[src/rtl/regdump_pkg.sv]
// Shared types and constants for the register-file dump engine.
// Optional checksum beat is enabled by defining REGDUMP_CHECKSUM_EN.
package regdump_pkg;

    localparam int unsigned REGDUMP_N = 32;
    localparam int unsigned REGDUMP_R = 5;

`ifdef REGDUMP_CHECKSUM_EN
    localparam bit CSUM_EN = 1'b1;
    typedef enum logic [1:0] {
        ST_IDLE  = 2'd0,
        ST_FETCH = 2'd1,
        ST_DRAIN = 2'd2,
        ST_SUM   = 2'd3
    } state_t;
`else
    localparam bit CSUM_EN = 1'b0;
    typedef enum logic [1:0] {
        ST_IDLE  = 2'd0,
        ST_FETCH = 2'd1,
        ST_DRAIN = 2'd2
    } state_t;
`endif

    // Beats per complete dump: every register, plus the checksum beat when enabled.
    function automatic int unsigned beat_count(input int unsigned r);
        return (32'd1 << r) + (CSUM_EN ? 32'd1 : 32'd0);
    endfunction

    localparam int unsigned BEAT_COUNT = beat_count(REGDUMP_R);

endpackage

[src/rtl/regfile_dump_if.sv]
// Regfile read-port pair and valid/ready output stream of the dump engine.
// Handshake: a beat transfers on a rising clk edge where out_valid & out_ready; while out_valid & !out_ready the beat fields hold.
interface regfile_dump_if #(
    parameter int N = 32,
    parameter int R = 5
);

    logic [R-1:0] rf_read_addr1;
    logic [R-1:0] rf_read_addr2;
    logic [N-1:0] rf_read_data1;
    logic [N-1:0] rf_read_data2;

    logic         out_valid;
    logic         out_ready;
    logic [N-1:0] out_data;
    logic [R-1:0] out_addr;
    logic         out_last;

    modport master (
        output rf_read_addr1, rf_read_addr2,
        input  rf_read_data1, rf_read_data2,
        output out_valid, out_data, out_addr, out_last,
        input  out_ready
    );

    modport slave (
        input  rf_read_addr1, rf_read_addr2,
        output rf_read_data1, rf_read_data2,
        input  out_valid, out_data, out_addr, out_last,
        output out_ready
    );

endinterface

[src/rtl/regdump_buf.sv]
// Two-entry pair buffer: loads both words of a register pair at once, pops one word at a time.
// A load while the last word pops replaces it; flush empties the buffer.
module regdump_buf #(
    parameter int N = 32,
    parameter int R = 5
) (
    input  logic         clk,
    input  logic         rst,
    input  logic         load_i,
    input  logic         pop_i,
    input  logic         flush_i,
    input  logic [N-1:0] ld_data0_i,
    input  logic [R-1:0] ld_addr0_i,
    input  logic [N-1:0] ld_data1_i,
    input  logic [R-1:0] ld_addr1_i,
    output logic [1:0]   count_o,
    output logic [N-1:0] head_data_o,
    output logic [R-1:0] head_addr_o
);

    logic [1:0]   cnt_q, cnt_d;
    logic [N-1:0] d0_q, d0_d, d1_q, d1_d;
    logic [R-1:0] a0_q, a0_d, a1_q, a1_d;

    always_comb begin
        cnt_d = cnt_q;
        d0_d  = d0_q;
        a0_d  = a0_q;
        d1_d  = d1_q;
        a1_d  = a1_q;
        if (flush_i) begin
            cnt_d = 2'd0;
        end else if (load_i) begin
            d0_d  = ld_data0_i;
            a0_d  = ld_addr0_i;
            d1_d  = ld_data1_i;
            a1_d  = ld_addr1_i;
            cnt_d = 2'd2;
        end else if (pop_i && (cnt_q != 2'd0)) begin
            d0_d  = d1_q;
            a0_d  = a1_q;
            cnt_d = cnt_q - 2'd1;
        end
    end

    always_ff @(posedge clk or negedge rst) begin
        if (!rst) begin
            cnt_q <= 2'd0;
            d0_q  <= '0;
            a0_q  <= '0;
            d1_q  <= '0;
            a1_q  <= '0;
        end else begin
            cnt_q <= cnt_d;
            d0_q  <= d0_d;
            a0_q  <= a0_d;
            d1_q  <= d1_d;
            a1_q  <= a1_d;
        end
    end

    assign count_o     = cnt_q;
    assign head_data_o = d0_q;
    assign head_addr_o = a0_q;

endmodule

[src/rtl/regfile_dump.sv]
// Debug read-out engine: fetches register pairs over both regfile read ports and streams them lowest address first.
// Define REGDUMP_CHECKSUM_EN to append an XOR checksum beat after the last register.
module regfile_dump
    import regdump_pkg::*;
#(
    parameter int N = REGDUMP_N,
    parameter int R = REGDUMP_R,
    localparam int unsigned BEATS = (R == int'(REGDUMP_R)) ? BEAT_COUNT : beat_count(R),
    localparam int BW = $clog2(BEATS + 1)
) (
    input  logic           clk,
    input  logic           rst,
    input  logic           start,
    input  logic           abort,
    output logic           busy,
    output logic           done,
    output state_t         dbg_state_o,
    output logic [BW-1:0]  dbg_beats_o,
    regfile_dump_if.master bus
);

    localparam int PW = (R > 1) ? R - 1 : 1;
    localparam logic [PW-1:0] P_LAST = PW'((1 << (R - 1)) - 1);

    state_t        state_q, state_d;
    logic [PW-1:0] p_q, p_d;
    logic          done_q, done_d;
    logic [BW-1:0] beats_q, beats_d;

    logic [1:0]    cnt;
    logic [N-1:0]  head_data;
    logic [R-1:0]  head_addr;
    logic [R-1:0]  addr1, addr2;
    logic          buf_nonempty, hs, pop, load, flush, head_is_top, in_sum;

`ifdef REGDUMP_CHECKSUM_EN
    logic [N-1:0]  acc_q, acc_d;
    assign in_sum = (state_q == ST_SUM);
`else
    assign in_sum = 1'b0;
`endif

    // Even/odd addresses of the current pair; parked at 0/1 outside FETCH.
    assign addr1 = (state_q == ST_FETCH) ? R'({p_q, 1'b0}) : '0;
    assign addr2 = addr1 | R'(1);

    assign bus.rf_read_addr1 = addr1;
    assign bus.rf_read_addr2 = addr2;

    assign buf_nonempty = (cnt != 2'd0);
    assign head_is_top  = (head_addr == {R{1'b1}});
    assign hs           = bus.out_valid & bus.out_ready;
    assign pop          = hs & buf_nonempty;
    assign flush        = abort && (state_q != ST_IDLE);
    // Refill only when the buffer will be empty after this cycle, so a pair never overtakes an older word.
    assign load         = (state_q == ST_FETCH) && !abort &&
                          ((cnt == 2'd0) || ((cnt == 2'd1) && pop));

    regdump_buf #(
        .N (N),
        .R (R)
    ) u_buf (
        .clk         (clk),
        .rst         (rst),
        .load_i      (load),
        .pop_i       (pop),
        .flush_i     (flush),
        .ld_data0_i  (bus.rf_read_data1),
        .ld_addr0_i  (addr1),
        .ld_data1_i  (bus.rf_read_data2),
        .ld_addr1_i  (addr2),
        .count_o     (cnt),
        .head_data_o (head_data),
        .head_addr_o (head_addr)
    );

    always_comb begin
        bus.out_valid = buf_nonempty | in_sum;
        bus.out_data  = '0;
        bus.out_addr  = '0;
        bus.out_last  = 1'b0;
        if (buf_nonempty) begin
            bus.out_data = head_data;
            bus.out_addr = head_addr;
        end
`ifdef REGDUMP_CHECKSUM_EN
        if (in_sum) begin
            bus.out_data = acc_q;
            bus.out_last = 1'b1;
        end
`else
        if (buf_nonempty) begin
            bus.out_last = head_is_top;
        end
`endif
    end

    always_comb begin
        state_d = state_q;
        p_d     = p_q;
        done_d  = 1'b0;
        beats_d = beats_q;
`ifdef REGDUMP_CHECKSUM_EN
        acc_d   = acc_q;
        if (pop) begin
            acc_d = acc_q ^ head_data;
        end
`endif
        if (hs && (state_q != ST_IDLE)) begin
            beats_d = beats_q + BW'(1);
        end

        case (state_q)
            ST_IDLE: begin
                if (start && !abort) begin
                    state_d = ST_FETCH;
                    p_d     = '0;
                    beats_d = '0;
`ifdef REGDUMP_CHECKSUM_EN
                    acc_d   = '0;
`endif
                end
            end
            ST_FETCH: begin
                if (load) begin
                    p_d = p_q + PW'(1);
                    if (p_q == P_LAST) begin
                        state_d = ST_DRAIN;
                    end
                end
            end
            ST_DRAIN: begin
                if (pop && head_is_top) begin
`ifdef REGDUMP_CHECKSUM_EN
                    state_d = ST_SUM;
`else
                    state_d = ST_IDLE;
                    done_d  = 1'b1;
`endif
                end
            end
`ifdef REGDUMP_CHECKSUM_EN
            ST_SUM: begin
                if (hs) begin
                    state_d = ST_IDLE;
                    done_d  = 1'b1;
                end
            end
`endif
            default: begin
                state_d = ST_IDLE;
            end
        endcase

        // Abort overrides everything except the idle state, where it only suppresses start.
        if (flush) begin
            state_d = ST_IDLE;
            done_d  = 1'b1;
        end
    end

    always_ff @(posedge clk or negedge rst) begin
        if (!rst) begin
            state_q <= ST_IDLE;
            p_q     <= '0;
            done_q  <= 1'b0;
            beats_q <= '0;
        end else begin
            state_q <= state_d;
            p_q     <= p_d;
            done_q  <= done_d;
            beats_q <= beats_d;
        end
    end

`ifdef REGDUMP_CHECKSUM_EN
    always_ff @(posedge clk or negedge rst) begin
        if (!rst) begin
            acc_q <= '0;
        end else begin
            acc_q <= acc_d;
        end
    end
`endif

    assign busy        = (state_q != ST_IDLE);
    assign done        = done_q;
    assign dbg_state_o = state_q;
    assign dbg_beats_o = beats_q;

endmodule
[src/flat_wrapper.sv]
// flat-port wrapper written by rule: the top's interface ports become plain ports
module regfile_dump_flat import regdump_pkg::*;
#(
    parameter int N = REGDUMP_N,
    parameter int R = REGDUMP_R,
    localparam int unsigned BEATS = (R == int'(REGDUMP_R)) ? BEAT_COUNT : beat_count(R),
    localparam int BW = $clog2(BEATS + 1)
)
  (clk, rst, start, abort, busy, done, dbg_state_o, dbg_beats_o, bus_rf_read_addr1, bus_rf_read_addr2, bus_rf_read_data1, bus_rf_read_data2, bus_out_valid, bus_out_data, bus_out_addr, bus_out_last, bus_out_ready);
  regfile_dump_if #(.N(N), .R(R)) bus_i ();
  input  logic clk;
  input  logic rst;
  input  logic start;
  input  logic abort;
  output logic busy;
  output logic done;
  output state_t dbg_state_o;
  output logic [BW-1:0] dbg_beats_o;
  output wire logic [$bits(bus_i.rf_read_addr1)-1:0] bus_rf_read_addr1;
  output wire logic [$bits(bus_i.rf_read_addr2)-1:0] bus_rf_read_addr2;
  input wire logic [$bits(bus_i.rf_read_data1)-1:0] bus_rf_read_data1;
  input wire logic [$bits(bus_i.rf_read_data2)-1:0] bus_rf_read_data2;
  output wire logic [$bits(bus_i.out_valid)-1:0] bus_out_valid;
  output wire logic [$bits(bus_i.out_data)-1:0] bus_out_data;
  output wire logic [$bits(bus_i.out_addr)-1:0] bus_out_addr;
  output wire logic [$bits(bus_i.out_last)-1:0] bus_out_last;
  input wire logic [$bits(bus_i.out_ready)-1:0] bus_out_ready;
  assign bus_rf_read_addr1 = bus_i.rf_read_addr1;
  assign bus_rf_read_addr2 = bus_i.rf_read_addr2;
  assign bus_i.rf_read_data1 = bus_rf_read_data1;
  assign bus_i.rf_read_data2 = bus_rf_read_data2;
  assign bus_out_valid = bus_i.out_valid;
  assign bus_out_data = bus_i.out_data;
  assign bus_out_addr = bus_i.out_addr;
  assign bus_out_last = bus_i.out_last;
  assign bus_i.out_ready = bus_out_ready;
  regfile_dump #(.N(N), .R(R)) u_core (.clk(clk), .rst(rst), .start(start), .abort(abort), .busy(busy), .done(done), .dbg_state_o(dbg_state_o), .dbg_beats_o(dbg_beats_o), .bus(bus_i));
endmodule
[config.mk]
export PLATFORM = sky130hd
export DESIGN_NAME = regfile_dump_flat
export DESIGN_NICKNAME = d
export VERILOG_FILES = /design/src/rtl/regdump_pkg.sv /design/src/rtl/regfile_dump_if.sv /design/src/rtl/regdump_buf.sv /design/src/rtl/regfile_dump.sv /design/src/flat_wrapper.sv
export SDC_FILE = /design/constraint.sdc
export NUM_CORES = 1
export LEC_CHECK = 0
export ABC_AREA = 1
export CAP_MARGIN = 20
export CORE_MARGIN = 2
export CORE_UTILIZATION = 47
export DETAILED_ROUTE_END_ITERATION = 12
export MAX_ROUTING_LAYER = met4
export PLACE_DENSITY = 0.8
export SKIP_CTS_REPAIR_TIMING = 1
export SLEW_MARGIN = 25
export SYNTH_ARGS = -nofsm -noshare
export SYNTH_HDL_FRONTEND = slang
export SYNTH_SLANG_ARGS = --single-unit
export TNS_END_PERCENT = 20
[constraint.sdc]
create_clock -name clk -period 2.2 [get_ports clk]
set_input_delay 0.33 -clock clk [delete_from_list [all_inputs] [get_ports clk]]
set_output_delay 0.33 -clock clk [all_outputs]
set_load 0.02 [all_outputs]
# Word level (Yosys, flattened, before mapping)
# Index checks and enable logic that the tools add are counted.
# op_classes
reduce_logical	21
mux	26
n_bitwise	3
addsub	3
eq_ne	11
# ops
op	count
$mux W32	3
$mux W5	4
$mux W6	3
$mux W2	8
$ne A3 B1 Y1 const B	3
$logic_and A1 B1 Y1	8
$mux W4	2
$pmux W4 S2	1
$reduce_bool A2 Y1	4
$add A6 B1 Y6 const B	1
$pmux W2 S3	1
$eq A5 B5 Y1 const B	1
$add A4 B1 Y4 const B	1
$eq A2 B1 Y1 const B	2
$eq A4 B4 Y1 const B	1
$logic_not A2 Y1	2
$mux W1	4
$ne A2 B1 Y1 const B	2
$reduce_and A2 Y1	2
$reduce_and A4 Y1	1
$ne A3 B2 Y1 const B	1
$reduce_and A3 Y1	1
$reduce_bool A3 Y1	1
$and A1 B1 Y1	2
5 further kinds	5
# totals
inputBits	69
ff_bits	89
out_inout_bits	59

# Logic depth before layout (Yosys ltp)
# Gate-level depths: netlist of run 1.
# logic_depth
word_depth	9
depth_mapped	11
ltp_nobuf	10

# Modules after synthesis
# A second synthesis of run 1 with hierarchy kept.
# hier_totals
hier_cells	648
hier_area_um2	4685.7
# by_module_without_submodules
mod	cells_per_inst	instances	area_each_um2
regdump_buf	458	1	3549.7
regfile_dump	190	1	1136.1

# Worst setup path before layout of run 1
# OpenSTA, ideal clock, no wires.
# synth_timing
kind	register to output
start	reg u_core.u_buf.cnt_q[0] (netlist: u_core.u_buf.count_o[0])
end	out bus_out_addr[1]
slack_ns	0.506
required_ns	1.870
path_stages_with_launch	6
arrival_ns	1.364
cell_sequence	dfrtp_1 inv_1 ha_1 clkbuf_1 buf_1 nor2_1
# synth_between
elab_chain_cells	2
# synth_lines
element	line	rtl
start: declaration	regdump_buf.sv:21	logic [1:0] cnt_q, cnt_d;
start signal: assignment	regdump_buf.sv:54	cnt_q <= cnt_d;
$reduce_bool A2 Y1	regfile_dump.sv:50	assign buf_nonempty = (cnt != 2'd0);
$mux W5	regfile_dump.sv:82	if (buf_nonempty) begin
end: declaration	flat_wrapper.sv:25	output wire logic [$bits(bus_i.out_addr)-1:0] bus_out_addr;
# No other way between the ends.

# Final worst setup path of run 1
# layout_timing
start	reg u_core.u_buf.cnt_q[0] (netlist: u_core.u_buf.count_o[0])
end	out bus_out_data[21]
# layout_between
elab_chain_cells	2
# layout_lines
element	line	rtl
$reduce_bool A2 Y1	regfile_dump.sv:50	
$mux W32	regfile_dump.sv:82	
end: declaration	flat_wrapper.sv:24	output wire logic [$bits(bus_i.out_data)-1:0] bus_out_data;
# No other way between the ends.

==> results of run 1 <==
metrics by stage:
step / std cells / cell area, um^2 / hold WS (ns) / TNS, ns / utilization
2_1_floorplan: 548 / 4150 / 0.0344 / 0 / -
3_3_place_gp: 760 / 5500 / 0.404 / 0 / 0.637
3_5_place_dp: 760 / 5500 / 0.418 / -0.979 / 0.637
4_1_cts: 776 / 5720 / 0.0110 / -8.45 / 0.662
5_1_grt: 776 / 5820 / 0.0431 / -0.920 / 0.674
6_report: 776 / 5820 / 0.000852 / 0 / 0.674
how the worst min path moves through the flow:
stage,startpoint,depth (start not counted),to
detailed placement,rst,1,u_core.u_buf.head_addr_o[3]
global placement,rst,1,u_core.done
floorplan,rst,0,u_core.dbg_beats_o[0]
finish,rst,1,u_core.u_buf.head_addr_o[3]
global route,rst,1,u_core.dbg_state_o[1]
CTS,rst,1,u_core.dbg_state_o[1]
sequential cells by signal (all words and copies together), names as in the netlist:
register	count
u_core.u_buf.d1_q	32
u_core.u_buf.head_data_o	32
u_core.dbg_beats_o	6
u_core.u_buf.a1_q	5
u_core.u_buf.head_addr_o	5
u_core.p_q	4
u_core.dbg_state_o	2
u_core.u_buf.count_o	2
u_core.done	1
cell families (layout without fill, tap and decap cells):
family,Yosys count,in the layout
and+or+nand+nor,313,313
DFF,89,89
buffers and inverters,87,207
AOI/OAI and AO/OA,51,51
adders and majority gates,4,4
other,2,2
xor gates and xnor gates,2,2
cell usage after synthesis, drive strengths merged:
master / count / area, um^2
xnor2: 1 / 8.76
ha: 4 / 50.1
nand2: 241 / 915
dfrtp: 89 / 2230
xor2: 1 / 8.76
nand3: 12 / 60.1
inv: 59 / 221
o21ai: 44 / 220
or2: 1 / 6.26
buf: 21 / 119
conb: 2 / 7.51
nor3: 3 / 15.0
clkbuf: 7 / 26.3
a21oi: 7 / 46.3
nand4: 1 / 6.26
nor2: 55 / 216
cell usage in the layout, fill, tap and decap left out:
master / instances
clkbuf_8: 9
nand4_1: 1
nand2_4: 1
clkinv_2: 2
xnor2_1: 1
dlymetal6s2s_1: 34
nor2_4: 2
nand3_1: 12
o21ai_1: 3
nor2_1: 52
nor3_1: 3
xor2_1: 1
a21oi_1: 6
o21ai_0: 41
or2_2: 1
nor2_2: 1
nand2_1: 238
buf_4: 4
clkdlybuf4s50_1: 90
clkinvlp_4: 1
ha_4: 1
conb_1: 2
buf_12: 4
inv_2: 3
inv_1: 56
dfrtp_1: 89
a21oi_4: 1
bufinv_16: 2
ha_1: 3
nand2_2: 2
clkinv_4: 2
metal layers:
layer	vias to the layer above	wire, um
met1	1679	4450
met4	0	157
met3	11	468
met5	-	0
li1	1868	-
met2	91	4760
cell type report:
cell class | count | share of cell area
clock buffer | 9 | 0.0213
clock inverter | 7 | 0.0163
inverter | 59 | 0.0380
multi-input combinational | 372 | 0.272
sequential | 89 | 0.383
tap | 108 | 0.0232
timing repair buffer | 132 | 0.247
power by group:
part / internal, uW / switching, uW / total, uW / leakage, uW
registers: 2250 / 225 / 2480 / 0.00114
clock network: 639 / 581 / 1220 / 0.000109
logic: 1170 / 1760 / 2920 / 0.00212
total: 4060 / 2560 / 6620 / 0.00337
==> results.json, run 1 <==
{
  "synth_area_um2": 4150,
  "fp.dieW_um": 98.0,
  "critical_path.slowest_cell": "clkdlybuf4s50_1",
  "cts_sinks": 89,
  "final-setup-viol-count": 0,
  "die_y_um": 98.0,
  "fin_crit_sh": 0.971,
  "start_kind": "flip-flop",
  "avgRoutedWirePerCell_um": 12.7,
  "io_buffers": 125,
  "via_per_inst": 4.70,
  "grt_pass1_vias": 3715,
  "cts-htree-levels": 3,
  "max-slew-margin-rel": 0.489,
  "critical_path_depth": 4,
  "core-area_um2": 8640,
  "grtUsageMet3": 0.0365,
  "yosys.area_share.xor_xnor": 0.00422,
  "initial_core_util": 0.481,
  "row_count": 34,
  "multiInputGateArea_um2": 1580,
  "min_period_ns": 2.14,
  "drc": 0,
  "path_delay_family": "buffers and inverters",
  "cp-startpoint": "u_core.u_buf.count_o[0]",
  "reg2reg_slack_ns": 0.13,
  "grt_use_total": 0.222,
  "grt_antenna_before_repair": 0,
  "worstMarginPinSlew_ns": 0.765,
  "place_ws_ns": -0.0720,
  "synth_fa_ha_area_frac": 0.0120,
  "fillCellCount": 725,
  "path_buf_inv": 2,
  "place_congestion": 0.903,
  "slowest_delay_ns": 0.63,
  "grt.met1_usage": 0.284,
  "wl_mm": 9.84,
  "final_hold_viol_count": 0,
  "critPathKind": "reg -> out",
  "crit_path_end": "bus_out_data[21]",
  "yosysUniqueCellTypes": 25,
  "hp-class": "in -> async",
  "max_freq_mhz": 468,
  "routed-via-count": 3649,
  "synth_warnings": 0,
  "power_uw": 6620,
  "drv_cap": 0,
  "synth_simple_gate_area_frac": 0.293,
  "vdd_ir_drop_max_mv": 0.595,
  "nNetsFinal": 736,
  "final_max_slew_viol_count": 0,
  "synth_compound_area_frac": 0.0642,
  "syn_avg_cell_area_um2": 7.58,
  "worstRegToRegCells": 9,
  "overflow": 0,
  "rsz0062_at_grt": "yes",
  "cts_root_buf": "clkbuf_8",
  "r2r-start": "u_core.u_buf.count_o[1]",
  "cts_tree": "yes",
  "outcome": "finished clean",
  "diodes": 0,
  "syn2layout_area_growth_pct": 40.2,
  "clock_latency_ns": 0.36,
  "arrival_ns": 1.81,
  "drt_iter0_drc": 168,
  "drive_above_1_share": 0.0539,
  "cp.required_ns": 1.87,
  "dp_hpwl_mm": 6.87,
  "grt_pass1_wl_mm": 16.8,
  "ys_ff_latch": 89,
  "clock_skew_ns": 0.0141,
  "ios": 128,
  "clockBufferDepth": 2,
  "use_met2": 0.359,
  "drt-pass1-iter-count": 4,
  "grt_max_degree": 69,
  "synth_seq_area_share": 0.536,
  "crit_fanout": 7,
  "crit_chain": "inv_2 -> ha_4 -> nor2_1 -> clkdlybuf4s50_1",
  "syn_inst": 548,
  "p_per_area_nw_per_um2": 1140,
  "regArea_um2": 2230,
  "synth_nets": 621,
  "fin_ws_ns": 0.0641,
  "synth_mux_area_frac": 0,
  "cts_buffers": 9,
  "critPathCaptureType": "primary output",
  "synth_top_family_by_area": "simple AND/OR/NAND/NOR gates",
  "clk_pin_slew_ns": 0.09,
  "r2r_end": "u_core.u_buf.head_data_o[7]",
  "antenna_left": 0,
  "grt.busiest_layer": "met2",
  "p_leak_uw": 0.00337,
  "dieArea_um2": 9610
}
Note: power is estimated with default switching activity, not from simulation.
==> run 2, diff against run 1 <==
--- a/config.mk
+++ b/config.mk
@@ -7,11 +7,14 @@
 export LEC_CHECK = 0
 export ABC_AREA = 1
 export CAP_MARGIN = 20
-export CORE_MARGIN = 2
-export CORE_UTILIZATION = 47
+export CELL_PAD_IN_SITES_DETAIL_PLACEMENT = 1
+export CELL_PAD_IN_SITES_GLOBAL_PLACEMENT = 1
+export CORE_MARGIN = 4
+export CORE_UTILIZATION = 34
+export CTS_BUF_LIST = sky130_fd_sc_hd__clkbuf_2
 export DETAILED_ROUTE_END_ITERATION = 12
 export MAX_ROUTING_LAYER = met4
-export PLACE_DENSITY = 0.8
+export PLACE_DENSITY_LB_ADDON = 0.1
 export SKIP_CTS_REPAIR_TIMING = 1
 export SLEW_MARGIN = 25
 export SYNTH_ARGS = -nofsm -noshare
==> run 2 against run 1 <==
Sequential power barely moved. First-iteration DRC count fell by 7.7%. Critical path type unchanged. Utilization down 20 points.
==> results.json, run 2 (synthesis results as in run 1) <==
{
  "outcome": "finished clean",
  "met3_length_um": 428,
  "cts_root_buf": "clkbuf_2",
  "switching_power_uw": 2610,
  "finish.instance_area_um2": 5690,
  "cp.required_ns": 1.87,
  "sw_frac_of_total": 0.404,
  "final_hold_viol_count": 0,
  "hp-class": "in -> async",
  "pwr-share-seq": 0.383,
  "arrival_ns": 1.71,
  "fin_hold_ws_ns": 0.272,
  "fin_cells": 821,
  "place_congestion": 0.823,
  "drt-pass1-iter-count": 4,
  "wl_met1_mm": 5.59,
  "power_uw": 6450,
  "avgRoutedWirePerCell_um": 14.3,
  "max-slew-margin-rel": 0.634,
  "highest_layer": "met4",
  "io_buffers": 125,
  "p_per_area_nw_per_um2": 1130,
  "initial_core_util": 0.347,
  "power.internal_uw": 3840,
  "drv_cap": 0,
  "final_common_cell": "nand2_1",
  "grt_use_total": 0.174,
  "clock_latency_ns": 0.54,
  "clock_skew_ns": 0.0209,
  "ios": 128,
  "clk_pin_slew_ns": 0.24,
  "die_y_um": 119,
  "wl_met2_mm": 5.61,
  "min_period_ns": 2.04,
  "placedCellCount": 802,
  "combPwrFrac": 0.458,
  "start_kind": "flip-flop",
  "drive_above_1_share": 0.111,
  "clockBufferDepth": 2,
  "crit_chain": "inv_2 -> ha_4 -> buf_12 -> nor2_1 -> dlymetal6s2s_1",
  "diodes": 0,
  "grt_pass1_vias": 3921,
  "wl_mm": 11.8,
  "cts-htree-levels": 3,
  "path_buf_inv": 3,
  "critical_path.slowest_cell": "dfrtp_1",
  "row_count": 40,
  "cts_tree": "yes",
  "cts_buffers": 9,
  "overflow": 0,
  "critPathCaptureType": "primary output",
  "vdd_ir_drop_max_mv": 0.733,
  "drt_iter0_drc": 155,
  "antenna_left": 0,
  "worstMarginPinSlew_ns": 0.549,
  "final-setup-viol-count": 0,
  "placed_area_um2": 5560,
  "core-area_um2": 12000,
  "fin_crit_sh": 0.927,
  "routed-via-count": 3776,
  "crit_fanout": 16,
  "fp.dieW_um": 119,
  "dp_hpwl_mm": 8.41,
  "nNetsFinal": 742,
  "path_delay_family": "buffers and inverters",
  "via_per_inst": 4.60,
  "dieArea_um2": 14100,
  "layout_common_cells": "nand2_1, dfrtp_1, clkdlybuf4s50_1, inv_1, nor2_1",
  "max_freq_mhz": 490,
  "slowest_delay_ns": 0.42,
  "critPathKind": "reg -> out",
  "grt_pass1_wl_mm": 19.3,
  "cts_sinks": 89,
  "clockPowerShare": 0.159,
  "final_max_slew_viol_count": 0,
  "syn2layout_area_growth_pct": 37.0,
  "grt_antenna_before_repair": 0,
  "fillCellCount": 1489,
  "p_leak_uw": 0.00312,
  "drc": 0,
  "grt_max_degree": 69
}
run 2: cell types whose count changed in the layout (fill, tap and decap cells not counted), moves of 2 or more:
cell	previous run	this run
clkdlybuf4s50_1	90	76
clkbuf_2	0	25
buf_4	4	17
buf_2	0	8
clkinv_4	2	0
clkbuf_8	9	0
dlymetal6s2s_1	34	15
run 2: final cells by class:
class                           count  area, um^2  area share
Inverter                           59         221      0.0389
Clock buffer                        9        45.0     0.00791
Multi-Input combinational cell    372        1590       0.280
Tap cell                          147         184      0.0323
Timing Repair Buffer              138        1310       0.230
Clock inverter                      7         109      0.0191
Sequential cell                    89        2230       0.392
run 2: power by group through the flow:
stage               registers [uW]  clock network [uW]  logic [uW]
finish                        2470                1030        2950
floorplan                     2480                   0        1780
global placement              2480                   0        2910
detailed placement            2510                   0        3010
CTS                           2470                1060        3030
global route                  2550                1150        3350
run 2: final timing paths:
kind / from / to / cells past startpoint / slack (ns)
min in group clk: bus_rf_read_data2[4] / u_core.u_buf.d1_q[4] / 3 / 0.28
worst max register to register: u_core.u_buf.count_o[0] / u_core.u_buf.head_data_o[9] / 12 / 0.23
max in group asynchronous: rst / u_core.u_buf.d1_q[5] / 3 / 1.28
worst min register to register: u_core.u_buf.d1_q[21] / u_core.u_buf.d1_q[21] / 2 / 0.51
worst min-delay path: rst / u_core.u_buf.head_data_o[23] / 2 / 0.27
worst max-delay path: u_core.u_buf.count_o[1] / bus_out_data[11] / 5 / 0.16
run 2: routing by layer:
layer,up-vias,GRT usage
met1,1803,0.223
met5,-,-
met4,0,0.0434
met3,12,0.0402
met2,86,0.281
li1,1875,-
run 2: through the flow:
step / setup TNS [ns] / utilization / setup WS [ns]
3_3_place_gp: 0 / 0.465 / 0.265
6_report: 0 / 0.476 / 0.161
2_1_floorplan: 0 / - / 0.506
4_1_cts: -18.08 / 0.478 / -0.472
3_5_place_dp: 0 / 0.465 / 0.193
5_1_grt: -0.0175 / 0.476 / -0.0175
==> run 3, diff against run 2 <==
--- a/config.mk
+++ b/config.mk
@@ -6,6 +6,7 @@
 export NUM_CORES = 1
 export LEC_CHECK = 0
 export ABC_AREA = 1
+export ABC_CLOCK_PERIOD_IN_PS = 2200
 export CAP_MARGIN = 20
 export CELL_PAD_IN_SITES_DETAIL_PLACEMENT = 1
 export CELL_PAD_IN_SITES_GLOBAL_PLACEMENT = 1
==> results of run 3 <==
No change in the layout: final DEF, timing and power equal those of run 2.
